File: config.mk
export PLATFORM = sky130hd
export DESIGN_NAME = multi_lane_deskew_buffer
export DESIGN_NICKNAME = d
export VERILOG_FILES = /design/src/rtl/deskew_pkg.sv /design/src/rtl/deskew_lane_fifo.sv /design/src/rtl/multi_lane_deskew_buffer.sv
export SDC_FILE = /design/constraint.sdc
export NUM_CORES = 1
export LEC_CHECK = 0
export BUFFER_PORTS_ARGS = -buffer_cell sky130_fd_sc_hd__buf_4
export CELL_PAD_IN_SITES_DETAIL_PLACEMENT = 0
export CELL_PAD_IN_SITES_GLOBAL_PLACEMENT = 1
export CORE_MARGIN = 2
export CORE_UTILIZATION = 30
export CTS_CLUSTER_DIAMETER = 200
export DETAILED_ROUTE_END_ITERATION = 7
export PLACE_DENSITY = 0.62
export SLEW_MARGIN = 20
export SYNTH_ARGS = -nofsm -noshare
export SYNTH_HDL_FRONTEND = slang
export SYNTH_SLANG_ARGS = --single-unit
File: constraint.sdc
create_clock -name read_clk -period 15.15 [get_ports read_clk]
set_clock_uncertainty 0.1 [all_clocks]
set_input_delay 2.2725 -clock read_clk [delete_from_list [all_inputs] [get_ports read_clk]]
set_output_delay 2.2725 -clock read_clk [all_outputs]
set_load 0.01 [all_outputs]
File: src/rtl/deskew_pkg.sv
// Shared definitions for the multi-lane deskew buffer: COM code groups,
// the deskew FSM state type and the COM detector.
package deskew_pkg;

    localparam logic [9:0] COM_RDN = 10'b0011111010;
    localparam logic [9:0] COM_RDP = 10'b1100000101;

    typedef enum logic [1:0] {
        IDLE    = 2'd0,
        HUNT    = 2'd1,
        ALIGNED = 2'd2
    } state_t;

    function automatic logic is_com(input logic [9:0] sym);
        return (sym == COM_RDN) || (sym == COM_RDP);
    endfunction

endpackage

File: src/rtl/deskew_lane_fifo.sv
// Per-lane synchronous FIFO with wrap-bit pointers; head, count, full and
// empty are combinational so the deskew FSM can act on them in the same cycle.
module deskew_lane_fifo #(
    parameter int DATA_WIDTH   = 10,
    parameter int BUFFER_DEPTH = 8
) (
    input  logic                            i_clk,
    input  logic                            i_rst,
    input  logic                            i_flush,
    input  logic                            i_push,
    input  logic                            i_pop,
    input  logic [DATA_WIDTH-1:0]           i_din,
    output logic [DATA_WIDTH-1:0]           o_head,
    output logic [$clog2(BUFFER_DEPTH):0]   o_count,
    output logic                            o_full,
    output logic                            o_empty
);

    localparam int AW = $clog2(BUFFER_DEPTH);
    localparam int PW = AW + 1;

    logic [DATA_WIDTH-1:0] r_mem [BUFFER_DEPTH];
    logic [PW-1:0]         r_wr_ptr;
    logic [PW-1:0]         r_rd_ptr;
    logic                  w_push;
    logic                  w_pop;

    assign o_empty = (r_wr_ptr == r_rd_ptr);
    assign o_full  = (r_wr_ptr[AW] != r_rd_ptr[AW]) &&
                     (r_wr_ptr[AW-1:0] == r_rd_ptr[AW-1:0]);
    assign o_count = r_wr_ptr - r_rd_ptr;
    assign o_head  = r_mem[r_rd_ptr[AW-1:0]];

    // A full lane may still accept a symbol when it is popped in the same cycle.
    assign w_pop  = i_pop & ~o_empty;
    assign w_push = i_push & (~o_full | w_pop);

    always_ff @(posedge i_clk) begin
        if (i_rst || i_flush) begin
            r_wr_ptr <= '0;
            r_rd_ptr <= '0;
        end else begin
            if (w_push) r_wr_ptr <= r_wr_ptr + PW'(1);
            if (w_pop)  r_rd_ptr <= r_rd_ptr + PW'(1);
        end
    end

    always_ff @(posedge i_clk) begin
        if (w_push) r_mem[r_wr_ptr[AW-1:0]] <= i_din;
    end

endmodule

File: src/rtl/multi_lane_deskew_buffer.sv
// Multi-lane deskew: hunts COM on every lane and releases all lanes together.
// Optional macro DESKEW_STATS_EN adds the lane_skew occupancy snapshot output.
//
// state   | meaning
// IDLE    | FIFOs held empty, waiting for deskew_en
// HUNT    | discard non-COM heads, hold lanes showing COM until all agree
// ALIGNED | pop all lanes together, watch for overflow and COM disagreement
module multi_lane_deskew_buffer
    import deskew_pkg::*;
#(
    parameter int DATA_WIDTH   = 10,
    parameter int NUM_LANES    = 4,
    parameter int BUFFER_DEPTH = 8,
    parameter int ERR_LIMIT    = 3
) (
    input  logic                             read_clk,
    input  logic                             rst,
    input  logic [NUM_LANES*DATA_WIDTH-1:0]  data_in,
    input  logic [NUM_LANES-1:0]             valid_in,
    input  logic                             deskew_en,
    output logic [NUM_LANES*DATA_WIDTH-1:0]  data_out,
    output logic                             valid_out,
    output logic                             aligned,
    output logic                             deskew_error,
    output logic                             lock_fail
`ifdef DESKEW_STATS_EN
    ,
    output logic [NUM_LANES*($clog2(BUFFER_DEPTH)+1)-1:0] lane_skew
`endif
);

    localparam int CW = $clog2(BUFFER_DEPTH) + 1;
    localparam int FW = $clog2(ERR_LIMIT + 1);

    state_t                          r_state;
    logic [NUM_LANES*DATA_WIDTH-1:0] r_data_out;
    logic                            r_valid_out;
    logic                            r_aligned;
    logic                            r_deskew_error;
    logic                            r_lock_fail;
    logic [FW-1:0]                   r_fail_cnt;

    logic [DATA_WIDTH-1:0] w_head  [NUM_LANES];
    logic [CW-1:0]         w_count [NUM_LANES];
    logic [CW-1:0]         w_min_count;
    logic [NUM_LANES-1:0]  w_full;
    logic [NUM_LANES-1:0]  w_empty;
    logic [NUM_LANES-1:0]  w_com;
    logic [NUM_LANES-1:0]  w_push;
    logic [NUM_LANES-1:0]  w_pop;
    logic                  w_all_ready;
    logic                  w_all_com;
    logic                  w_hold_ovf;
    logic                  w_ovf;
    logic                  w_misalign;
    logic                  w_hunt_err;
    logic                  w_aligned_err;
    logic                  w_flush;

    for (genvar g = 0; g < NUM_LANES; g++) begin : g_lane
        deskew_lane_fifo #(
            .DATA_WIDTH   (DATA_WIDTH),
            .BUFFER_DEPTH (BUFFER_DEPTH)
        ) u_fifo (
            .i_clk   (read_clk),
            .i_rst   (rst),
            .i_flush (w_flush),
            .i_push  (w_push[g]),
            .i_pop   (w_pop[g]),
            .i_din   (data_in[g*DATA_WIDTH +: DATA_WIDTH]),
            .o_head  (w_head[g]),
            .o_count (w_count[g]),
            .o_full  (w_full[g]),
            .o_empty (w_empty[g])
        );
        assign w_com[g] = ~w_empty[g] & is_com(w_head[g]);
    end

    always_comb begin
        w_min_count = w_count[0];
        for (int i = 1; i < NUM_LANES; i++) begin
            if (w_count[i] < w_min_count) w_min_count = w_count[i];
        end
    end

    assign w_all_ready   = (w_min_count != '0);
    assign w_all_com     = w_all_ready & (&w_com);
    assign w_hold_ovf    = |(w_com & w_full & valid_in);
    assign w_ovf         = |(w_full & valid_in);
    assign w_misalign    = w_all_ready & (|w_com) & ~(&w_com);
    // Reaching alignment wins over a holding-lane overflow in the same cycle.
    assign w_hunt_err    = deskew_en & (r_state == HUNT) & ~w_all_com & w_hold_ovf;
    assign w_aligned_err = deskew_en & (r_state == ALIGNED) & (w_ovf | w_misalign);
    assign w_flush       = ~deskew_en | (r_state == IDLE) | w_hunt_err | w_aligned_err;
    assign w_push        = valid_in & {NUM_LANES{deskew_en && (r_state != IDLE)}};

    always_comb begin
        w_pop = '0;
        case (r_state)
            HUNT:    w_pop = ~w_empty & ~w_com;
            ALIGNED: w_pop = {NUM_LANES{w_all_ready}};
            default: w_pop = '0;
        endcase
    end

    always_ff @(posedge read_clk) begin
        if (rst) begin
            r_state        <= IDLE;
            r_data_out     <= '0;
            r_valid_out    <= 1'b0;
            r_aligned      <= 1'b0;
            r_deskew_error <= 1'b0;
            r_lock_fail    <= 1'b0;
            r_fail_cnt     <= '0;
        end else if (!deskew_en) begin
            r_state        <= IDLE;
            r_valid_out    <= 1'b0;
            r_aligned      <= 1'b0;
            r_deskew_error <= 1'b0;
            r_lock_fail    <= 1'b0;
            r_fail_cnt     <= '0;
        end else begin
            r_valid_out    <= 1'b0;
            r_deskew_error <= 1'b0;
            case (r_state)
                IDLE: begin
                    r_state   <= HUNT;
                    r_aligned <= 1'b0;
                end
                HUNT: begin
                    if (w_all_com) begin
                        r_state    <= ALIGNED;
                        r_aligned  <= 1'b1;
                        r_fail_cnt <= '0;
                    end else if (w_hold_ovf) begin
                        r_deskew_error <= 1'b1;
                        if (r_fail_cnt != FW'(ERR_LIMIT)) r_fail_cnt <= r_fail_cnt + FW'(1);
                        if (r_fail_cnt >= FW'(ERR_LIMIT - 1)) r_lock_fail <= 1'b1;
                    end
                end
                ALIGNED: begin
                    if (w_ovf || w_misalign) begin
                        r_state        <= HUNT;
                        r_aligned      <= 1'b0;
                        r_deskew_error <= 1'b1;
                    end else if (w_all_ready) begin
                        for (int i = 0; i < NUM_LANES; i++) begin
                            r_data_out[i*DATA_WIDTH +: DATA_WIDTH] <= w_head[i];
                        end
                        r_valid_out <= 1'b1;
                    end
                end
                default: begin
                    r_state   <= IDLE;
                    r_aligned <= 1'b0;
                end
            endcase
        end
    end

`ifdef DESKEW_STATS_EN
    logic [NUM_LANES*CW-1:0] r_lane_skew;

    // Snapshot relative occupancy at the moment all lanes first agree on COM.
    always_ff @(posedge read_clk) begin
        if (rst) begin
            r_lane_skew <= '0;
        end else if (deskew_en && (r_state == HUNT) && w_all_com) begin
            for (int i = 0; i < NUM_LANES; i++) begin
                r_lane_skew[i*CW +: CW] <= w_count[i] - w_min_count;
            end
        end
    end

    assign lane_skew = r_lane_skew;
`endif

    assign data_out     = r_data_out;
    assign valid_out    = r_valid_out;
    assign aligned      = r_aligned;
    assign deskew_error = r_deskew_error;
    assign lock_fail    = r_lock_fail;

endmodule

======== Word level (Yosys, flattened, before mapping) ========
Memories as Yosys holds them, arrays and structs flattened. A register that Yosys moved wholly into a read port is not among the register bits.
Cells that the tools add are included.
word-level totals
  bits in registers ....................... 80
  memory bits (writable) .................. 320
  input port bits ......................... 47
  output and inout port bits .............. 44
  word-level logic and storage cells ...... 169
  memories kept ........................... 4
cells by class
  $add $sub $neg .......................... 13
  magnitude comparators ................... 4
  equal/unequal tests ..................... 25
  multiplexer cells ....................... 34
  bitwise logic cells ..................... 48
  reductions and logical operators ........ 26
memories
  memory                  depth  width  rd ports  clocked after Yosys merged registers in  write ports  RTL line                RTL
  g_lane[0].u_fifo.r_mem  8      10     1         1                                        1            deskew_lane_fifo.sv:22  logic [DATA_WIDTH-1:0] r_mem [BUFFER_DEPTH];
  g_lane[1].u_fifo.r_mem  8      10     1         1                                        1            deskew_lane_fifo.sv:22
  g_lane[2].u_fifo.r_mem  8      10     1         1                                        1            deskew_lane_fifo.sv:22
  g_lane[3].u_fifo.r_mem  8      10     1         1                                        1            deskew_lane_fifo.sv:22
operators by type and width
  operator                                                           count
  10-bit == test (second input constant)                             4
  10-bit by 8-bit == test with 1-bit output (second input constant)  4
  4-bit by 1-bit adder with 4-bit output (second input constant)     8
  3-bit 2-to-1 mux                                                   8
  1-bit bitwise AND                                                  20
  4-bit bitwise AND                                                  5
  4-bit == test                                                      4
  4-bit OR reduction                                                 4
  4-bit subtractor                                                   4
  1-bit 2-to-1 mux                                                   14
  1-bit NOT                                                          13
  3-bit == test                                                      4
  4-bit < comparator                                                 3
  4-bit 2-to-1 mux                                                   3
  4-bit AND reduction                                                3
  2-bit 2-to-1 mux                                                   5
  4-bit NOT                                                          2
  1-bit bitwise OR                                                   8
  4-bit case mux with 2 select lines                                 1
  1-bit logical OR                                                   6
  2-bit case mux with 3 select lines                                 1
  2-bit nonzero test                                                 3
  1-bit logical AND                                                  5
  1-bit inequality test                                              4
  other kinds (12)                                                   14

======== Logic depth before layout (Yosys ltp) ========
Gate-level depths: netlist (run 1).
  depth after elaboration ................. 16
  mapped depth ............................ 32
  gate-level depth less buffers ........... 31

======== By module ========
From an unflattened synthesis (run 1), not the netlist that was laid out.
second synthesis, totals
  cell total of the unflattened synthesis .. 1079
  area, all modules ....................... 17395.4 um2
modules (own cells, without submodules)
  module                                    times used  cells each  area each (um2)  sequential area each (um2)
  deskew_lane_fifo at g_lane[0].u_fifo ...  3           191         3619.7           2622.5
  deskew_lane_fifo at g_lane[1].u_fifo      1           187         3669.8           2622.5
  multi_lane_deskew_buffer                  1           319         2866.5           940.9

======== Worst setup path before layout (run 1) ========
No wires, ideal clock.
  path kind ............................... reg2reg
  from .................................... register g_lane[1].u_fifo.r_wr_ptr[1]
  to ...................................... memory g_lane[1].u_fifo.r_mem[2][0], enable pin
  setup time .............................. 0.392 ns
  arrival time ............................ 5.772 ns
  data required time ...................... 14.658 ns
  path slack .............................. 8.886 ns
  stages on the path, launching flop included .. 28
  buffers on the path ..................... 0
  clock period less this slack ............ 6.264 ns
  cell sequence ........................... dfxtp_1 > ha_1 > a21o_1 > a21oi_1 > xor2_1 > ha_1 > nand2b_1 > o31ai_1 > a21oi_1 > mux2i_1 > ha_1 > or2_2 > nand2_1 > inv_1 > a21o_1 > nand2_1 > o21ai_0 > ha_1 > o211a_1 > nand2_1 > a21oi_1 > o211ai_1 > a211o_1 > nand4_1 > nand2_1 > o211ai_1 > or2_2 > nor3b_1
between the ends
  cells in the longest elaborated chain, start to end .. 14
  elaborated cells between the ends (all ways) .. 23
  those cells by class .................... add/sub: 1; order compare: 3; eq/ne: 2; mux: 6; bitwise: 9; reduce/logical: 2
ends and longest elaborated chain
  element                                 RTL line                        RTL
  start: declaration                      deskew_lane_fifo.sv:23          logic [PW-1:0] r_wr_ptr;
  start signal: assignment                deskew_lane_fifo.sv:43          if (w_push) r_wr_ptr <= r_wr_ptr + PW'(1);
  4-bit subtractor                        deskew_lane_fifo.sv:31          assign o_count = r_wr_ptr - r_rd_ptr;
  4-bit < comparator                      multi_lane_deskew_buffer.sv:82  if (w_count[i] < w_min_count) w_min_count = w_count[i];
  4-bit 2-to-1 mux                        multi_lane_deskew_buffer.sv:82
  4-bit < comparator                      multi_lane_deskew_buffer.sv:82
  4-bit 2-to-1 mux                        multi_lane_deskew_buffer.sv:82
  4-bit < comparator                      multi_lane_deskew_buffer.sv:82
  4-bit 2-to-1 mux                        multi_lane_deskew_buffer.sv:82
  4-bit nonzero test                      multi_lane_deskew_buffer.sv:86  assign w_all_ready = (w_min_count != '0);
  4-bit case mux with 2 select lines      multi_lane_deskew_buffer.sv:99  case (r_state)
  1-bit bitwise AND                       deskew_lane_fifo.sv:35          assign w_pop = i_pop & ~o_empty;
  1-bit bitwise OR                        deskew_lane_fifo.sv:36          assign w_push = i_push & (~o_full | w_pop);
  1-bit bitwise AND                       deskew_lane_fifo.sv:36
  1-bit 2-to-1 mux                        deskew_lane_fifo.sv:49          if (w_push) r_mem[r_wr_ptr[AW-1:0]] <= i_din;
  1-bit 2-to-1 mux (not written as such)  deskew_lane_fifo.sv:49
  end: declaration                        deskew_lane_fifo.sv:22
Several ways; a longest one is shown, not always the timed one.

======== Worst setup path in the final report (run 1) ========
  from .................................... register g_lane[0].u_fifo.r_wr_ptr[1]
  to ...................................... memory g_lane[1].u_fifo.r_mem[2][8], enable pin
between the ends
  cells in the longest elaborated chain, start to end .. 14
ends and longest elaborated chain
  element                                     RTL line
  start: declaration                          deskew_lane_fifo.sv:23
  start signal: assignment                    deskew_lane_fifo.sv:43
  4-bit subtractor (*)                        deskew_lane_fifo.sv:31
  4-bit < comparator                          multi_lane_deskew_buffer.sv:82
  4-bit 2-to-1 mux (*)                        multi_lane_deskew_buffer.sv:82
  4-bit < comparator                          multi_lane_deskew_buffer.sv:82
  4-bit 2-to-1 mux (*)                        multi_lane_deskew_buffer.sv:82
  4-bit < comparator                          multi_lane_deskew_buffer.sv:82
  4-bit 2-to-1 mux (*)                        multi_lane_deskew_buffer.sv:82
  4-bit nonzero test (*)                      multi_lane_deskew_buffer.sv:86
  4-bit case mux with 2 select lines (*)      multi_lane_deskew_buffer.sv:99
  1-bit bitwise AND (*)                       deskew_lane_fifo.sv:35
  1-bit bitwise OR (*)                        deskew_lane_fifo.sv:36
  1-bit bitwise AND (*)                       deskew_lane_fifo.sv:36
  1-bit 2-to-1 mux (*)                        deskew_lane_fifo.sv:49
  1-bit 2-to-1 mux (not written as such) (*)  deskew_lane_fifo.sv:49
Every way passes the cells marked *; elsewhere a longest branch is shown, timed or not.

==> results of run 1 <==
## how the worst min path moves through the flow
stage,endpoint,cells past startpoint
2_1_floorplan,register,2
3_3_place_gp,data_out[25],2
3_5_place_dp,data_out[25],2
4_1_cts,g_lane[3].u_fifo.r_wr_ptr[0],2
5_1_grt,data_out[25],2
6_report,g_lane[3].u_fifo.r_wr_ptr[0],2
## per-stage QoR
stage / instance area, sq um / hold WS [ns] / instances / worst slack, ns / util (%)
2_1_floorplan: 19300 / 0.359 / 1463 / 8.89 / -
4_1_cts: 22600 / 0.396 / 2451 / 8.01 / 35.3
5_1_grt: 22600 / 0.415 / 2451 / 7.50 / 35.3
3_3_place_gp: 21000 / 0.377 / 2365 / 8.23 / 32.8
6_report: 22600 / 0.394 / 2451 / 8.05 / 35.3
3_5_place_dp: 21000 / 0.386 / 2365 / 8.05 / 32.8
## critical path, cell delays in order, from the launching register on
cell and delay (ns):
sky130_fd_sc_hd__dfxtp_1 0.56, sky130_fd_sc_hd__ha_1 0.34, sky130_fd_sc_hd__a21o_1 0.19, sky130_fd_sc_hd__a21o_1 0.18, sky130_fd_sc_hd__xor2_1 0.15, sky130_fd_sc_hd__inv_1 0.08
sky130_fd_sc_hd__ha_1 0.22, sky130_fd_sc_hd__nand2b_1 0.15, sky130_fd_sc_hd__o31ai_1 0.07, sky130_fd_sc_hd__a21oi_1 0.30, sky130_fd_sc_hd__mux2i_1 0.30, sky130_fd_sc_hd__ha_1 0.26
sky130_fd_sc_hd__or2_2 0.28, sky130_fd_sc_hd__nand2_1 0.07, sky130_fd_sc_hd__inv_1 0.05, sky130_fd_sc_hd__a21o_1 0.19, sky130_fd_sc_hd__o21ai_0 0.21, sky130_fd_sc_hd__ha_1 0.27
sky130_fd_sc_hd__o211a_1 0.22, sky130_fd_sc_hd__nand2_1 0.07, sky130_fd_sc_hd__a21oi_1 0.04, sky130_fd_sc_hd__o211ai_1 0.17, sky130_fd_sc_hd__a211o_1 0.15, sky130_fd_sc_hd__nand4_1 0.36
sky130_fd_sc_hd__nand2_1 0.37, sky130_fd_sc_hd__o211ai_1 0.19, sky130_fd_sc_hd__or2_2 0.40, sky130_fd_sc_hd__nor3b_2 0.77
## final cells by class
class / instances / share of cell area, %
Clock buffer: 55 / 5.38
Clock inverter: 31 / 1.64
Inverter: 60 / 0.996
Multi-Input combinational cell: 918 / 32.7
Sequential cell: 411 / 50.6
Tap cell: 855 / 4.73
Timing Repair Buffer: 121 / 4.02
## cell usage after synthesis, drive strengths merged (6+ instances only)
master	n	area [sq um]
edfxtp	320	9610
nor2	138	518
dfxtp	91	1820
nand2	89	334
mux4	73	1640
mux2i	66	661
inv	60	225
buf	57	307
nor3	57	285
nand2b	40	258
a21oi	39	195
ha	37	463
a211oi	34	255
nor3b	28	210
nor2b	27	169
clkbuf	17	63.8
xor2	17	149
o21ai	16	80.1
nand3	15	75.1
o221ai	15	131
nand4	14	87.6
o22ai	14	87.6
xnor2	12	105
a31oi	11	68.8
mux2	11	124
a32oi	10	87.6
o32ai	10	87.6
and3b	9	78.8
nor4	9	71.3
a311oi	8	70.1
o22a	8	70.1
o311ai	8	70.1
or2	8	50.1
a21o	7	52.6
a221oi	7	61.3
nand3b	6	45.0
## metal layers
metal / routed length, um / part of all wire (%)
met1: 20700 / 44
met2: 22300 / 48
met3: 2540 / 5.4
met4: 1180 / 2.5
met5: 33 / 0.071
## sequential cells by signal, summed over array words and instances, names as in the netlist, named ones only
| signal | flops |
|---|---|
| r_fail_cnt | 2 |
| r_state | 2 |
| g_lane.u_fifo.r_mem | 320 |
| valid_out | 1 |
| deskew_error | 1 |
| g_lane.u_fifo.r_rd_ptr | 16 |
| g_lane.u_fifo.r_wr_ptr | 16 |
| lock_fail | 1 |
| data_out | 40 |
## power groups by stage
stage               Combinational [mW]  Clock (mW)  Sequential [mW]
CTS                             0.0500        1.20             1.22
global route                    0.0539        1.24             1.22
detailed placement              0.0499           0             1.24
global placement                0.0494           0             1.24
finish                          0.0487        1.17             1.22
floorplan                       0.0191           0             1.24
## cell families (layout without fill, tap and decap cells)
family | Yosys count | count (layout) | synth area share [%]
buffers and inverters | 134 | 267 | 3.08
adder cells (fa/ha/maj) | 41 | 41 | 2.81
XOR/XNOR | 29 | 29 | 1.31
AO/OA/AOI/OAI | 230 | 230 | 8.78
multiplexers | 150 | 150 | 12.6
flip-flops | 411 | 411 | 59.1
AND/OR/NAND/NOR | 468 | 468 | 12.4
==> impl_metrics.env, run 1 <==
export IMPL_p_switching_uw=500
export IMPL_run_status="complete, no violations"
export IMPL_power_static_leakage_nw=7.25
export IMPL_grt_busiest_layer="met2"
export IMPL_r2r_slack_ns=8.05
export IMPL_nets_final=1646
export IMPL_maxSlewViolCount=0
export IMPL_worst_pin_slew_ns=1.00
export IMPL_ys_async_sr_fraction_pct=0
export IMPL_io_pins=91
export IMPL_dieHeight_um=258
export IMPL_grt_setup_unrepaired="false"
export IMPL_critPathLaunch="g_lane[0].u_fifo.r_wr_ptr[1]"
export IMPL_synth_net_count=1551
export IMPL_gr_usage_all_layers_pct=14.0
export IMPL_synth_enable_flop_cells=320
export IMPL_ant_nets=0
export IMPL_final_common_cell="sky130_fd_sc_hd__edfxtp_1"
export IMPL_yosysUniqueCellTypes=74
export IMPL_timing_critical_path_to="g_lane[1].u_fifo.r_mem[2][8]"
export IMPL_cts_htree_levels=2
export IMPL_worst_hold_path_type="register to register"
export IMPL_clock_path_buffers=3
export IMPL_worst_path_max_fanout=12
export IMPL_detailedRoute_firstPassIterationCount=5
export IMPL_detail_route_vias_per_cell=5.06
export IMPL_finalCritPeriodShare_pct=46.9
export IMPL_timing_rr_end="g_lane[1].u_fifo.r_mem[2][8]"
export IMPL_globalRouteMet3Util_pct=2.55
export IMPL_final_cell_mix="sky130_fd_sc_hd__edfxtp_1, sky130_fd_sc_hd__nor2_1, sky130_fd_sc_hd__buf_4"
export IMPL_first_pass_grt_wire_length_um=72500
export IMPL_irDropWorstVdd_mv=0.0670
export IMPL_p_sw_share_pct=20.5
export IMPL_timing_hold_violations_final=0
export IMPL_design_core_area_sq_um=64100
export IMPL_numPortBuffers=90
export IMPL_clock_share_of_power_pct=47.9
export IMPL_ys_dominant_reg_cell="sky130_fd_sc_hd__edfxtp_1"
export IMPL_fillers=6199
export IMPL_arrival_time_of_data_at_the_critical_path_endpoint_ns=7.19
export IMPL_post_synth_instance_area_sq_um=19300
export IMPL_cts_tree="done"
export IMPL_report_power_total_mw=2.43
export IMPL_first_iter_violations=807
export IMPL_power_share_sequential_pct=50.1
export IMPL_regToRegStartpoint="g_lane[0].u_fifo.r_wr_ptr[1]"
export IMPL_setup_total_negative_slack_ns=0
export IMPL_category_of_the_worst_setup_path_capture_point="register"
export IMPL_max_cap_violations=0
export IMPL_post_cts_hold_buffer_count=0
export IMPL_use_met1_pct=18.6
export IMPL_drc=0
export IMPL_core_rowCount=93
export IMPL_share_of_post_route_cells_with_drive_strength_above_1_pct=19.5
export IMPL_clock_transition_at_path_regs_ns=0.06
export IMPL_ys_seq_area_share_pct=59.1
export IMPL_start_kind="register"
export IMPL_synth_seq_cells=411
export IMPL_combPwrFrac_pct=2.0
export IMPL_die_area_sq_um=66500
export IMPL_multi_input_comb_area_sq_um=7390
export IMPL_num_vias=12394
export IMPL_cts_resized=0
export IMPL_timing_setup_critical_path_class="register to register"
export IMPL_fmax_mhz=141
export IMPL_finalCriticalPeriod_ns=7.10
export IMPL_instance_count_of_the_mapped_netlist=1463
export IMPL_cts_buffers_inserted=46
export IMPL_max_slew_margin_pct=32.8
export IMPL_gp_congestion=0.818
export IMPL_clock_sink_count=411
export IMPL_cts_post_setup_buffers_inserted=0
export IMPL_routed_wire_length_per_instance_um=19.1
export IMPL_num_antenna_cells=0
export IMPL_hold_path_startpoint="g_lane[3].u_fifo.r_wr_ptr[0]"
export IMPL_routed_wirelength_um=46800
export IMPL_antenna_violations_before_repair=3
export IMPL_largest_net_degree_at_the_start_of_global_routing=75
export IMPL_hpwlAfterDp_um=32100
export IMPL_grt_ovfl_total=0
export IMPL_syn2layout_area_growth_pct=16.9
export IMPL_die_w_um=258
export IMPL_yosysWarningCount=0
export IMPL_floorplan_initialDensity_pct=30.2
export IMPL_syn_area_per_cell_sq_um=13.2
export IMPL_final_setup_viol_count=0
export IMPL_reg2reg_depth=27
export IMPL_power_per_cell_area_nw_per_um2=108
export IMPL_first_global_vias=12312
export IMPL_worst_skew_pair_late_latency_ns=0.59
export IMPL_seqCellArea_sq_um=11400
export IMPL_grt_use_met2_pct=23.1
export IMPL_cts_root_buffer_cell="sky130_fd_sc_hd__clkbuf_16"
export IMPL_cp_data_required_time_ns=15.24
export IMPL_internal_power_mw=1.93
Note: power is estimated with default switching activity, not from simulation.
==> run 2, diff against run 1 <==
- clock period: 15.15 -> 7.3 ns (I/O delays scaled with it)
==> run 2 against run 1 <==
  * Sequential share of layout area decreased by 0.092 points
  * Combinational power grew 110%
  * Largest power group unchanged
  * Register-to-register slack got worse by 7.4 ns
  * Maximum frequency grew 6.2%
  * Critical path type unchanged
  * Critical endpoint is now g_lane[1].u_fifo.r_mem[2][9]
  * Global-route usage up 0.28 points
  * Worst hold slack gained 0.0053 ns
  * Critical path depth unchanged
  * Flip-flop and latch count did not move
==> impl_metrics.env, run 2 (same netlist as run 1, synthesis figures left out) <==
export IMPL_run_status="complete, no violations"
export IMPL_cts_tree="done"
export IMPL_detailedRoute_firstPassIterationCount=5
export IMPL_gr_usage_all_layers_pct=14.2
export IMPL_regToRegStartpoint="g_lane[0].u_fifo.r_wr_ptr[1]"
export IMPL_hpwlAfterDp_um=32900
export IMPL_setup_total_negative_slack_ns=0
export IMPL_cts_resized=0
export IMPL_drc=0
export IMPL_design_core_area_sq_um=64100
export IMPL_placed_area_sq_um=21100
export IMPL_syn2layout_area_growth_pct=17.1
export IMPL_report_power_total_mw=5.02
export IMPL_numPortBuffers=90
export IMPL_clock_transition_at_path_regs_ns=0.06
export IMPL_min_to="g_lane[3].u_fifo.r_wr_ptr[0]"
export IMPL_cts_root_buffer_cell="sky130_fd_sc_hd__clkbuf_16"
export IMPL_maxSlewViolCount=0
export IMPL_post_cts_hold_buffer_count=0
export IMPL_power_per_cell_area_nw_per_um2=222
export IMPL_crit_path_top_delay_cell="sky130_fd_sc_hd__nor3b_2"
export IMPL_critical_path_most_common_cell="sky130_fd_sc_hd__ha_1"
export IMPL_worst_hold_path_type="register to register"
export IMPL_cts_post_setup_buffers_inserted=0
export IMPL_fmax_mhz=150
export IMPL_num_vias=12401
export IMPL_timing_final_ws_setup_ns=0.615
export IMPL_layout_cell_area_non_filler_sq_um=22700
export IMPL_finalCriticalPeriod_ns=6.69
export IMPL_irDropWorstVdd_mv=0.197
export IMPL_final_cell_mix="sky130_fd_sc_hd__edfxtp_1, sky130_fd_sc_hd__nor2_1, sky130_fd_sc_hd__buf_4"
export IMPL_r2r_slack_ns=0.61
export IMPL_die_w_um=258
export IMPL_ant_nets=0
export IMPL_largest_register_ffs=320
export IMPL_worst_pin_slew_ns=1.03
export IMPL_grt_setup_unrepaired="false"
export IMPL_start_kind="register"
export IMPL_finalCritPeriodShare_pct=91.6
export IMPL_timing_setup_critical_path_class="register to register"
export IMPL_final_common_cell="sky130_fd_sc_hd__edfxtp_1"
export IMPL_first_global_vias=12706
export IMPL_hold_path_startpoint="g_lane[3].u_fifo.r_wr_ptr[0]"
export IMPL_core_rowCount=93
export IMPL_nets_final=1655
export IMPL_worst_path_max_fanout=12
export IMPL_largest_net_degree_at_the_start_of_global_routing=75
export IMPL_share_of_post_route_cells_with_drive_strength_above_1_pct=19.9
export IMPL_reg2reg_depth=27
export IMPL_category_of_the_worst_setup_path_capture_point="register"
export IMPL_preCtsSetupSlack_ns=0.666
export IMPL_max_stage_delay_ns=0.80
export IMPL_hold_path_cell_cnt=2
export IMPL_fillers=6185
export IMPL_max_slew_margin_pct=30.9
export IMPL_cp_data_required_time_ns=7.41
export IMPL_max_cap_violations=0
export IMPL_antenna_violations_before_repair=2
export IMPL_dieHeight_um=258
export IMPL_floorplan_initialDensity_pct=30.2
export IMPL_worst_skew_pair_late_latency_ns=0.59
export IMPL_timing_rr_end="g_lane[1].u_fifo.r_mem[2][9]"
export IMPL_cts_htree_levels=2
export IMPL_detail_route_vias_per_cell=5.05
export IMPL_num_antenna_cells=0
export IMPL_first_pass_grt_wire_length_um=74100
export IMPL_routed_wire_length_per_instance_um=19.3
export IMPL_power_static_leakage_nw=7.30
export IMPL_die_area_sq_um=66500
export IMPL_cts_buffers_inserted=46
export IMPL_grt_ovfl_total=0
export IMPL_clock_sink_count=411
export IMPL_final_setup_viol_count=0
export IMPL_arrival_time_of_data_at_the_critical_path_endpoint_ns=6.80
export IMPL_clock_path_buffers=3
export IMPL_io_pins=91
export IMPL_routed_wirelength_um=47500
export IMPL_timing_hold_violations_final=0
export IMPL_first_iter_violations=850
export IMPL_gp_congestion=0.811
-- run 2: layout make-up --
type / count / area [sq um] / share of cell area, %
Multi-Input combinational cell: 918 / 7370 / 32.5
Sequential cell: 411 / 11400 / 50.5
Clock inverter: 29 / 364 / 1.61
Tap cell: 855 / 1070 / 4.72
Clock buffer: 55 / 1210 / 5.36
Timing Repair Buffer: 130 / 976 / 4.31
Inverter: 60 / 225 / 0.994
-- run 2: layer usage --
layer	share of wire [%]	track usage (%)
met1	45	18.9
met2	48	23.8
met3	4.7	2.43
met5	0.061	0
met4	2.3	4.27
-- run 2: through the flow --
| stage | cells | util (%) | hold slack (ns) |
|---|---|---|---|
| after CTS | 2458 | 35.3 | 0.394 |
| after global placement | 2374 | 32.9 | 0.376 |
| after floorplan | 1463 | - | 0.359 |
| after global routing | 2458 | 35.3 | 0.418 |
| final | 2458 | 35.3 | 0.399 |
| after detailed placement | 2374 | 32.9 | 0.384 |
-- run 2: worst max-delay path: cells and delay by family, from the launching register on --
kind | cells | cell delay, ns
and+or+nand+nor | 8 | 2.13
AOI/OAI and AO/OA | 11 | 1.87
adders and majority gates | 4 | 1.09
DFF | 1 | 0.57
muxes | 1 | 0.29
xor gates and xnor gates | 1 | 0.15
buffers and inverters | 2 | 0.12
-- run 2: worst max path at each step --
stage / startpoint / end / depth (start not counted) / slack, ns
finish: g_lane[0].u_fifo.r_wr_ptr[1] / g_lane[1].u_fifo.r_mem[2][9] / 27 / 0.61
detailed placement: g_lane[0].u_fifo.r_wr_ptr[1] / g_lane[1].u_fifo.r_mem[2][1] / 27 / 0.67
floorplan: g_lane[1].u_fifo.r_wr_ptr[1] / g_lane[1].u_fifo.r_mem[2][0] / 27 / 1.04
global route: g_lane[1].u_fifo.r_wr_ptr[1] / g_lane[1].u_fifo.r_mem[2][9] / 27 / 0.13
CTS: g_lane[1].u_fifo.r_wr_ptr[1] / g_lane[1].u_fifo.r_mem[2][1] / 26 / 0.62
global placement: g_lane[0].u_fifo.r_wr_ptr[1] / g_lane[1].u_fifo.r_mem[2][8] / 28 / 0.78
-- run 2: power breakdown --
group / leakage [nW] / internal [mW] / switching (mW)
clock network: 0.759 / 1.42 / 0.976
logic: 2.93 / 0.0370 / 0.0655
registers: 3.61 / 2.53 / 0.00379
==> run 3, diff against run 2 <==
- ABC_CLOCK_PERIOD_IN_PS: default -> 8200
- RECOVER_POWER: default -> 25
- clock period: 7.3 -> 8.2 ns (I/O delays scaled with it)
==> run 3 against run 2 <==
  * Core utilization is 0.26 points lower
  * Register-to-register slack improved by 0.59 ns
  * Via count decreased by 0.73%
  * Clock-buffer cell count decreased by 2
  * Sequential share of layout area is 0.37 points higher
  * Cell count down 0.16%
  * Highest routed layer unchanged
  * Combinational power is 18% lower
  * Largest power group unchanged
  * Routed wire length shrank 0.91%
  * First-iteration DRC count down 8.4%
  * Setup slack gained 0.59 ns
  * Die area is the same
==> impl_metrics.env, run 3 (same netlist as run 1, synthesis figures left out) <==
export IMPL_run_status="complete, no violations"
export IMPL_largest_register_ffs=320
export IMPL_first_global_vias=12493
export IMPL_io_pins=91
export IMPL_layout_cell_area_non_filler_sq_um=22500
export IMPL_finalCritPeriodShare_pct=85.3
export IMPL_cts_buffers_inserted=47
export IMPL_power_static_leakage_nw=7.17
export IMPL_irDropWorstVdd_mv=0.166
export IMPL_minimum_hold_slack_ns=0.396
export IMPL_internal_power_mw=3.54
export IMPL_category_of_the_worst_setup_path_capture_point="register"
export IMPL_timing_hold_violations_final=0
export IMPL_crit_path_top_delay_cell="sky130_fd_sc_hd__nor3_1"
export IMPL_worst_hold_path_type="register to register"
export IMPL_antenna_violations_before_repair=3
export IMPL_timing_setup_critical_path_class="register to register"
export IMPL_worst_pin_slew_ns=1.06
export IMPL_setup_total_negative_slack_ns=0
export IMPL_detailedRoute_firstPassIterationCount=5
export IMPL_first_iter_violations=779
export IMPL_cts_htree_levels=2
export IMPL_grt_setup_unrepaired="false"
export IMPL_clock_path_buffers=3
export IMPL_final_setup_viol_count=0
export IMPL_share_of_post_route_cells_with_drive_strength_above_1_pct=17.6
export IMPL_numPortBuffers=90
export IMPL_die_area_sq_um=66500
export IMPL_combPwrFrac_pct=1.9
export IMPL_nets_final=1647
export IMPL_clock_transition_at_path_regs_ns=0.06
export IMPL_timing_final_ws_setup_ns=1.21
export IMPL_fmax_mhz=143
export IMPL_finalNonFillerCells=2454
export IMPL_placed_cells_incl_taps=2365
export IMPL_power_share_sequential_pct=50.4
export IMPL_finish_utilization_pct=35.1
export IMPL_final_common_cell="sky130_fd_sc_hd__edfxtp_1"
export IMPL_cts_root_buffer_cell="sky130_fd_sc_hd__clkbuf_16"
export IMPL_worst_skew_pair_late_latency_ns=0.59
export IMPL_report_power_total_mw=4.47
export IMPL_floorplan_initialDensity_pct=30.2
export IMPL_start_kind="register"
export IMPL_p_switching_uw=934
export IMPL_max_slew_margin_pct=29.6
export IMPL_cts_tree="done"
export IMPL_placed_area_sq_um=21000
export IMPL_gr_usage_all_layers_pct=14.1
export IMPL_clock_sink_count=411
export IMPL_power_per_cell_area_nw_per_um2=199
export IMPL_dieHeight_um=258
export IMPL_routed_wire_length_per_instance_um=19.2
export IMPL_cts_resized=0
export IMPL_maxSlewViolCount=0
export IMPL_cts_post_setup_buffers_inserted=0
export IMPL_worst_path_max_fanout=12
export IMPL_drc=0
export IMPL_hpwlAfterDp_um=32500
export IMPL_arrival_time_of_data_at_the_critical_path_endpoint_ns=7.18
export IMPL_routed_wirelength_um=47100
export IMPL_detail_route_vias_per_cell=5.02
export IMPL_clock_share_of_power_pct=47.8
export IMPL_gp_congestion=0.806
export IMPL_max_cap_violations=0
export IMPL_ant_nets=0
export IMPL_final_cell_mix="sky130_fd_sc_hd__edfxtp_1, sky130_fd_sc_hd__nor2_1, sky130_fd_sc_hd__buf_4"
export IMPL_cp_data_required_time_ns=8.39
export IMPL_grt_ovfl_total=0
export IMPL_syn2layout_area_growth_pct=16.3
export IMPL_preCtsSetupSlack_ns=1.19
export IMPL_first_pass_grt_wire_length_um=73100
export IMPL_design_core_area_sq_um=64100
export IMPL_finalCriticalPeriod_ns=6.99
export IMPL_max_stage_delay_ns=0.65
export IMPL_post_cts_hold_buffer_count=0
export IMPL_p_sw_share_pct=20.9
export IMPL_die_w_um=258
export IMPL_largest_net_degree_at_the_start_of_global_routing=75
export IMPL_num_vias=12311
export IMPL_core_rowCount=93
==> run 3: final timing paths <==
path                                  endpoint                          from  slack, ns  depth (start not counted)
setup reg to reg  g_lane[1].u_fifo.r_mem[0][1]  g_lane[0].u_fifo.r_wr_ptr[1]       1.21                         29
setup / recovery  g_lane[1].u_fifo.r_mem[0][1]  g_lane[0].u_fifo.r_wr_ptr[1]       1.21                         29
hold reg to reg                   data_out[15]                  data_out[15]       0.40                          2
hold / removal                    data_out[15]                  data_out[15]       0.40                          2
==> run 3: critical path: cells and delay by family (launching register included) <==
family | cells | cell delay (ns)
multiplexers | 1 | 0.30
flip-flops | 1 | 0.55
XOR/XNOR | 1 | 0.16
AO/OA/AOI/OAI | 11 | 1.78
AND/OR/NAND/NOR | 9 | 2.33
buffers and inverters | 3 | 0.40
adder cells (fa/ha/maj) | 4 | 1.12
==> run 3: power groups by stage <==
stage,sequential (mW),combinational [mW],clock (mW)
3_3_place_gp,2.30,0.0904,0
4_1_cts,2.25,0.0925,2.19
6_report,2.25,0.0841,2.13
3_5_place_dp,2.30,0.0921,0
2_1_floorplan,2.30,0.0352,0
5_1_grt,2.25,0.0939,2.27
==> run 3: layer usage <==
metal	wire length (um)	global-route usage [%]	vias to the layer above	part of all wire, %
met5	38	0	-	0.081
met4	969	4.16	6	2.1
met3	2020	2.51	75	4.3
met2	22800	23.7	236	48
met1	21200	18.5	6134	45
li1	-	-	5860	-
==> run 3: final cells by class <==
cell class              instances  area, sq um
repair buffers                121          800
diodes                          1         2.50
well taps                     855         1070
inverters                      60          225
clock inverters                35          378
fillers                      6212        41600
flip-flops and latches        411        11400
clock buffers                  53         1210
multi-input cells             918         7370
